[config.mk]
export PLATFORM = sky130hd
export DESIGN_NAME = frame_seq
export DESIGN_NICKNAME = d
export VERILOG_FILES = /design/src/rtl/frame_seq.sv
export SDC_FILE = /design/constraint.sdc
export NUM_CORES = 1
export LEC_CHECK = 0
export ABC_CLOCK_PERIOD_IN_PS = 3060
export CORE_ASPECT_RATIO = 0.6
export CORE_MARGIN = 3
export CORE_UTILIZATION = 60
export DETAILED_ROUTE_END_ITERATION = 12
export GPL_TIMING_DRIVEN = 0
export PLACE_DENSITY = 0.81
export RECOVER_POWER = 50
export SKIP_LAST_GASP = 1
export SLEW_MARGIN = 20
export SYNTH_ARGS = -nofsm -noshare
export SYNTH_HDL_FRONTEND = slang
export SYNTH_SLANG_ARGS = --single-unit
[constraint.sdc]
create_clock -name clock -period 3.06 [get_ports clock]
set_input_delay 0.612 -clock clock [delete_from_list [all_inputs] [get_ports clock]]
set_output_delay 0.612 -clock clock [all_outputs]
set_load 0.02 [all_outputs]
[src/rtl/frame_seq.sv]
// Frame sequencer: gates a filter stage between a source FIFO and a sink FIFO
// for exactly one frame per start request, with drain watchdog and overrun flag.
module frame_seq #(
  parameter int IMG_WIDTH    = 720,
  parameter int IMG_HEIGHT   = 540,
  parameter int IN_PIXELS    = IMG_WIDTH * IMG_HEIGHT,
  parameter int OUT_PIXELS   = IMG_WIDTH * IMG_HEIGHT,
  parameter int CLEAR_CYCLES = 2,
  parameter int TIMEOUT      = 1024,
  parameter int CNT_W        = 20
) (
  input  logic        clock,
  input  logic        reset,
  input  logic        start,
  output logic        busy,
  output logic        frame_done,
  output logic [15:0] frame_count,
  output logic        overrun,
  output logic        timeout,
  output logic        stage_reset,
  input  logic        src_empty,
  output logic        src_rd_en,
  input  logic        stage_rd_en,
  output logic        stage_empty,
  input  logic        snk_full,
  output logic        snk_wr_en,
  input  logic        stage_wr_en,
  output logic        stage_full,
  input  logic        stage_done
);

  localparam int WD_W = $clog2(TIMEOUT + 1);
  localparam int CL_W = (CLEAR_CYCLES > 1) ? $clog2(CLEAR_CYCLES) : 1;
  localparam logic [CNT_W-1:0] IN_LIM   = CNT_W'(IN_PIXELS);
  localparam logic [CNT_W-1:0] IN_LAST  = CNT_W'(IN_PIXELS - 1);
  localparam logic [CNT_W-1:0] OUT_LIM  = CNT_W'(OUT_PIXELS);
  localparam logic [CNT_W-1:0] CNT_ONE  = CNT_W'(1);
  localparam logic [WD_W-1:0]  WD_LAST  = WD_W'(TIMEOUT - 1);
  localparam logic [WD_W-1:0]  WD_ONE   = WD_W'(1);
  localparam logic [CL_W-1:0]  CL_LAST  = CL_W'(CLEAR_CYCLES - 1);
  localparam logic [CL_W-1:0]  CL_ONE   = CL_W'(1);

  typedef enum logic [2:0] {
    IDLE  = 3'd0,
    CLEAR = 3'd1,
    RUN   = 3'd2,
    DRAIN = 3'd3,
    DONE  = 3'd4
  } state_t;

  state_t           state_r, state_s;
  logic [CNT_W-1:0] in_cnt_r, out_cnt_r;
  logic [WD_W-1:0]  wdog_r;
  logic [CL_W-1:0]  clr_cnt_r;
  logic [15:0]      frame_count_r;
  logic             busy_r, frame_done_r, overrun_r, timeout_r, stage_reset_r;
  logic             stage_empty_s, stage_full_s, src_rd_en_s, snk_wr_en_s, wd_expire_s;

  // Next-state and zero-latency FIFO gating; stage sees empty/full outside RUN/DRAIN.
  always_comb begin
    state_s       = state_r;
    stage_empty_s = 1'b1;
    stage_full_s  = 1'b1;
    src_rd_en_s   = 1'b0;
    snk_wr_en_s   = 1'b0;
    wd_expire_s   = 1'b0;
    case (state_r)
      IDLE: begin
        if (start) state_s = CLEAR;
        else       state_s = IDLE;
      end
      CLEAR: begin
        if (clr_cnt_r == CL_LAST) state_s = RUN;
        else                      state_s = CLEAR;
      end
      RUN: begin
        stage_empty_s = src_empty | (in_cnt_r == IN_LIM);
        src_rd_en_s   = stage_rd_en & ~stage_empty_s;
        stage_full_s  = snk_full;
        snk_wr_en_s   = stage_wr_en & ~snk_full;
        if (src_rd_en_s && (in_cnt_r == IN_LAST)) state_s = DRAIN;
        else                                      state_s = RUN;
      end
      DRAIN: begin
        stage_full_s = snk_full;
        snk_wr_en_s  = stage_wr_en & ~snk_full;
        wd_expire_s  = ~snk_wr_en_s & (wdog_r == WD_LAST);
        // A completion report with too few writes is ignored; the watchdog still runs.
        if (stage_done && (out_cnt_r >= OUT_LIM)) state_s = DONE;
        else if (wd_expire_s)                     state_s = DONE;
        else                                      state_s = DRAIN;
      end
      DONE: begin
        if (start) state_s = CLEAR;
        else       state_s = IDLE;
      end
      default: state_s = IDLE;
    endcase
  end

  // State, counters and registered status outputs.
  always_ff @(posedge clock) begin
    if (reset) begin
      state_r       <= IDLE;
      in_cnt_r      <= '0;
      out_cnt_r     <= '0;
      wdog_r        <= '0;
      clr_cnt_r     <= '0;
      frame_count_r <= 16'd0;
      busy_r        <= 1'b0;
      frame_done_r  <= 1'b0;
      overrun_r     <= 1'b0;
      timeout_r     <= 1'b0;
      stage_reset_r <= 1'b1;
    end else begin
      state_r       <= state_s;
      busy_r        <= (state_s != IDLE);
      frame_done_r  <= (state_s == DONE);
      stage_reset_r <= (state_s == CLEAR);

      if (state_s == DONE) frame_count_r <= frame_count_r + 16'd1;

      if (state_r == CLEAR) clr_cnt_r <= clr_cnt_r + CL_ONE;
      else                  clr_cnt_r <= '0;

      if (state_r == CLEAR)  in_cnt_r <= '0;
      else if (src_rd_en_s)  in_cnt_r <= in_cnt_r + CNT_ONE;

      // out_cnt saturates at OUT_PIXELS; extra writes still reach the sink.
      if (state_r == CLEAR)                          out_cnt_r <= '0;
      else if (snk_wr_en_s && (out_cnt_r != OUT_LIM)) out_cnt_r <= out_cnt_r + CNT_ONE;

      if (state_r == DRAIN) begin
        if (snk_wr_en_s) wdog_r <= '0;
        else             wdog_r <= wdog_r + WD_ONE;
      end else begin
        wdog_r <= '0;
      end

      if (state_s == CLEAR)                            overrun_r <= 1'b0;
      else if (snk_wr_en_s && (out_cnt_r == OUT_LIM))  overrun_r <= 1'b1;

      if (state_s == CLEAR)  timeout_r <= 1'b0;
      else if (wd_expire_s)  timeout_r <= 1'b1;
    end
  end

  assign busy        = busy_r;
  assign frame_done  = frame_done_r;
  assign frame_count = frame_count_r;
  assign overrun     = overrun_r;
  assign timeout     = timeout_r;
  assign stage_reset = stage_reset_r;
  assign stage_empty = stage_empty_s;
  assign stage_full  = stage_full_s;
  assign src_rd_en   = src_rd_en_s;
  assign snk_wr_en   = snk_wr_en_s;

endmodule
==> results.toml <==
[route]
ant_nets = 0
drtPass1Iterations = 5
wl_per_cell_um = 15.1
num_vias = 3479
drc = 0
avgViaCountPerCell = 5.88
drt_wl_total_um = 8960
drtIter0Drc = 274

[worst_setup_path]
ff2ff_setup_slack_ns = 0.41
cp.required_ns = 2.45
rr_startpoint = "in_cnt_r[13]"
reg2reg_depth = 7
reg2reg_to = "in_cnt_r[9]"
cp_cell_sequence = "or3b_1, or4_1, buf_6, o21ai_2, inv_1, dlygate4sd2_1"
cp-start-kind = "register"
slowest_delay_ns = 0.42
path_max_fanout = 7
crit_slowest_cell = "or4_1"
crit_path_end_kind = "output pin"
crit_arrival_ns = 2.31
crit_type = "register to output pin"

[placement]
io_buffers = 31
place_area_um2 = 4320
dp.final_hpwl_um = 6490
gp_congestion = 0.898

[die]
pin_count = 33
die_h_um = 68.5
initial_core_util = 0.630
die-area_um2 = 7540
design.core.area_um2 = 6190
fp-row-count = 22
die_w_um = 110

[clocking]
hold_buffers = 0
clock_sinks = 76
cts_resized = 2
clock_tree.buffer_depth = 2
cts_buffers = 9
htree_num_levels = 3
clk_pin_slew_ns = 0.07
cts_root_buf = "clkbuf_8"
cts_setup_buffers = 0
cts_tree = "done"
clk_latency_ns = 0.36

[yosys]
ys.flop_type = "dfxtp_1"
yosysWarnings = 0
synth_edf_count = 0
async_flop_share = 0
avgSynthCellArea_um2 = 8.46
syn_area_um2 = 3900
synthCells = 461
synth.yosys.seq_area_share = 0.390
ys_ff_latch = 76
synth_cell_type_count = 55
syn_nets = 475

[pwr]
clockPowerShare = 0.448
p_int_uw = 1550
swShare = 0.213
pwr-share-comb = 0.045
p_leak_uw = 0.00160
p_switching_uw = 420
ir_drop_uv = 337
seqPwrFrac = 0.507
powerDensity_nw_per_um2 = 434

[sta]
grt_setup_unrepaired = "false"
skew_ns = 0.00791
relSlewSlack = 0.596
timing_hold_violations_final = 0
drv_slew = 0
max_clock_freq_ghz = 0.343
layout_min_cycle_time_ns = 2.92
fin_setup_tns_ns = 0
worstMarginPinSlew_ns = 0.606
min_period_over_period = 0.954
setup_violations = 0

[finish]
final_layout_size_suffix_gt1_frac = 0.0984
num_antenna_cells = 0
stdcell_area_um2 = 4530
final_cell_mix = "76 x nor2_1, 76 x dfxtp_1, 32 x nand3_1"
final_net_count = 517
area_growth_pct = 16.0

[min_path]
hold_path_depth = 1
min_from = "wdog_r[0]"
hold-path-endpoint = "wdog_r[0]"
hold_class = "register to register"

[global_routing]
grt_usage = 0.252
grt.overflow.total = 0
grt_max_degree = 13
grt_pass1_wl_um = 14600
grt_pass1_vias = 3029
antenna_found_initial = 0

[run_status]
status = "completed"

[run]
drv_cap = 0
through the flow:
step / hold WS, ns / power, µW / cells / setup WS [ns] / util
3_5_place_dp: 0.438 / 1110 / 576 / 0.117 / 0.697
6_report: 0.451 / 1970 / 592 / 0.141 / 0.731
5_1_grt: 0.482 / 2030 / 592 / 0.0580 / 0.731
3_3_place_gp: 0.431 / 1110 / 576 / 0.169 / 0.697
2_1_floorplan: 0.418 / 1070 / 461 / 0.897 / -
4_1_cts: 0.454 / 1990 / 592 / 0.129 / 0.735
cell usage after synthesis, types with 4 or more instances:
| master | instances | area (µm²) |
|---|---|---|
| a21oi_2 | 5 | 43.8 |
| nor4_1 | 4 | 25.0 |
| o21ai_1 | 12 | 60.1 |
| or2_2 | 5 | 31.3 |
| nand2_1 | 27 | 101 |
| or4_1 | 6 | 45.0 |
| o211ai_1 | 4 | 30.0 |
| nand4_1 | 16 | 100 |
| nand2b_1 | 4 | 25.0 |
| mux2_2 | 12 | 135 |
| a21oi_1 | 13 | 65.1 |
| xor2_1 | 25 | 219 |
| dfxtp_1 | 76 | 1520 |
| o32ai_1 | 5 | 43.8 |
| nor2b_1 | 18 | 113 |
| and3_1 | 8 | 50.1 |
| ha_1 | 6 | 75.1 |
| or3_1 | 11 | 68.8 |
| nand3_1 | 32 | 160 |
| buf_2 | 4 | 20.0 |
| nor2_1 | 76 | 285 |
| xnor2_1 | 9 | 78.8 |
| clkbuf_1 | 13 | 48.8 |
| inv_1 | 16 | 60.1 |
| o22ai_1 | 5 | 31.3 |
sequential cells by signal, indices dropped and copies added (netlist names), 3 cells and up:
name	cells
in_cnt_r	20
state_r	3
out_cnt_r	20
frame_count	16
wdog_r	11
cell type report:
class / count / area [µm²]
Sequential cell: 76 / 1520
Multi-Input combinational cell: 348 / 2200
Fill cell: 504 / 1670
Clock inverter: 4 / 70.1
Buffer: 21 / 93.8
Inverter: 16 / 60.1
Timing Repair Buffer: 31 / 308
Clock buffer: 12 / 165
Tap cell: 84 / 105
power by group through the flow:
stage / clock [µW] / combinational (µW) / sequential [µW]
finish: 882 / 87.6 / 997
global route: 941 / 95.3 / 997
CTS: 899 / 89.7 / 997
detailed placement: 0 / 88.6 / 1020
global placement: 0 / 86.9 / 1020
floorplan: 0 / 51.1 / 1020
cell families after synthesis:
kind of cell | count (synthesis) | share of synthesized area
adder cells (fa/ha/maj) | 6 | 0.0192
buffers and inverters | 37 | 0.0420
flip-flops | 76 | 0.390
AO/OA/AOI/OAI | 57 | 0.0994
multiplexers | 18 | 0.0510
AND/OR/NAND/NOR | 233 | 0.322
XOR/XNOR | 34 | 0.0763
worst max-delay path by stage:
stage | slack (ns) | to | depth (start not counted) | start
after global placement | 0.17 | src_rd_en | 5 | src_empty
after detailed placement | 0.12 | src_rd_en | 5 | src_empty
after global routing | 0.06 | src_rd_en | 6 | in_cnt_r[10]
final | 0.14 | src_rd_en | 6 | in_cnt_r[13]
after CTS | 0.13 | src_rd_en | 6 | in_cnt_r[8]
after floorplan | 0.90 | src_rd_en | 5 | in_cnt_r[8]
per-layer routing:
metal / global-route usage / part of all wire
met1: 0.355 / 0.48
met2: 0.373 / 0.44
met3: 0.0792 / 0.076
met4: 0.0707 / 0.0090
met5: 0 / 0
critical path: cells and delay by family, from the launching register on:
family	cells	cell delay, ns
and+or+nand+nor	2	0.79
buffers and inverters	3	0.54
DFF	1	0.39
AOI/OAI and AO/OA	1	0.21
Note: power is estimated with default switching activity, not from simulation.
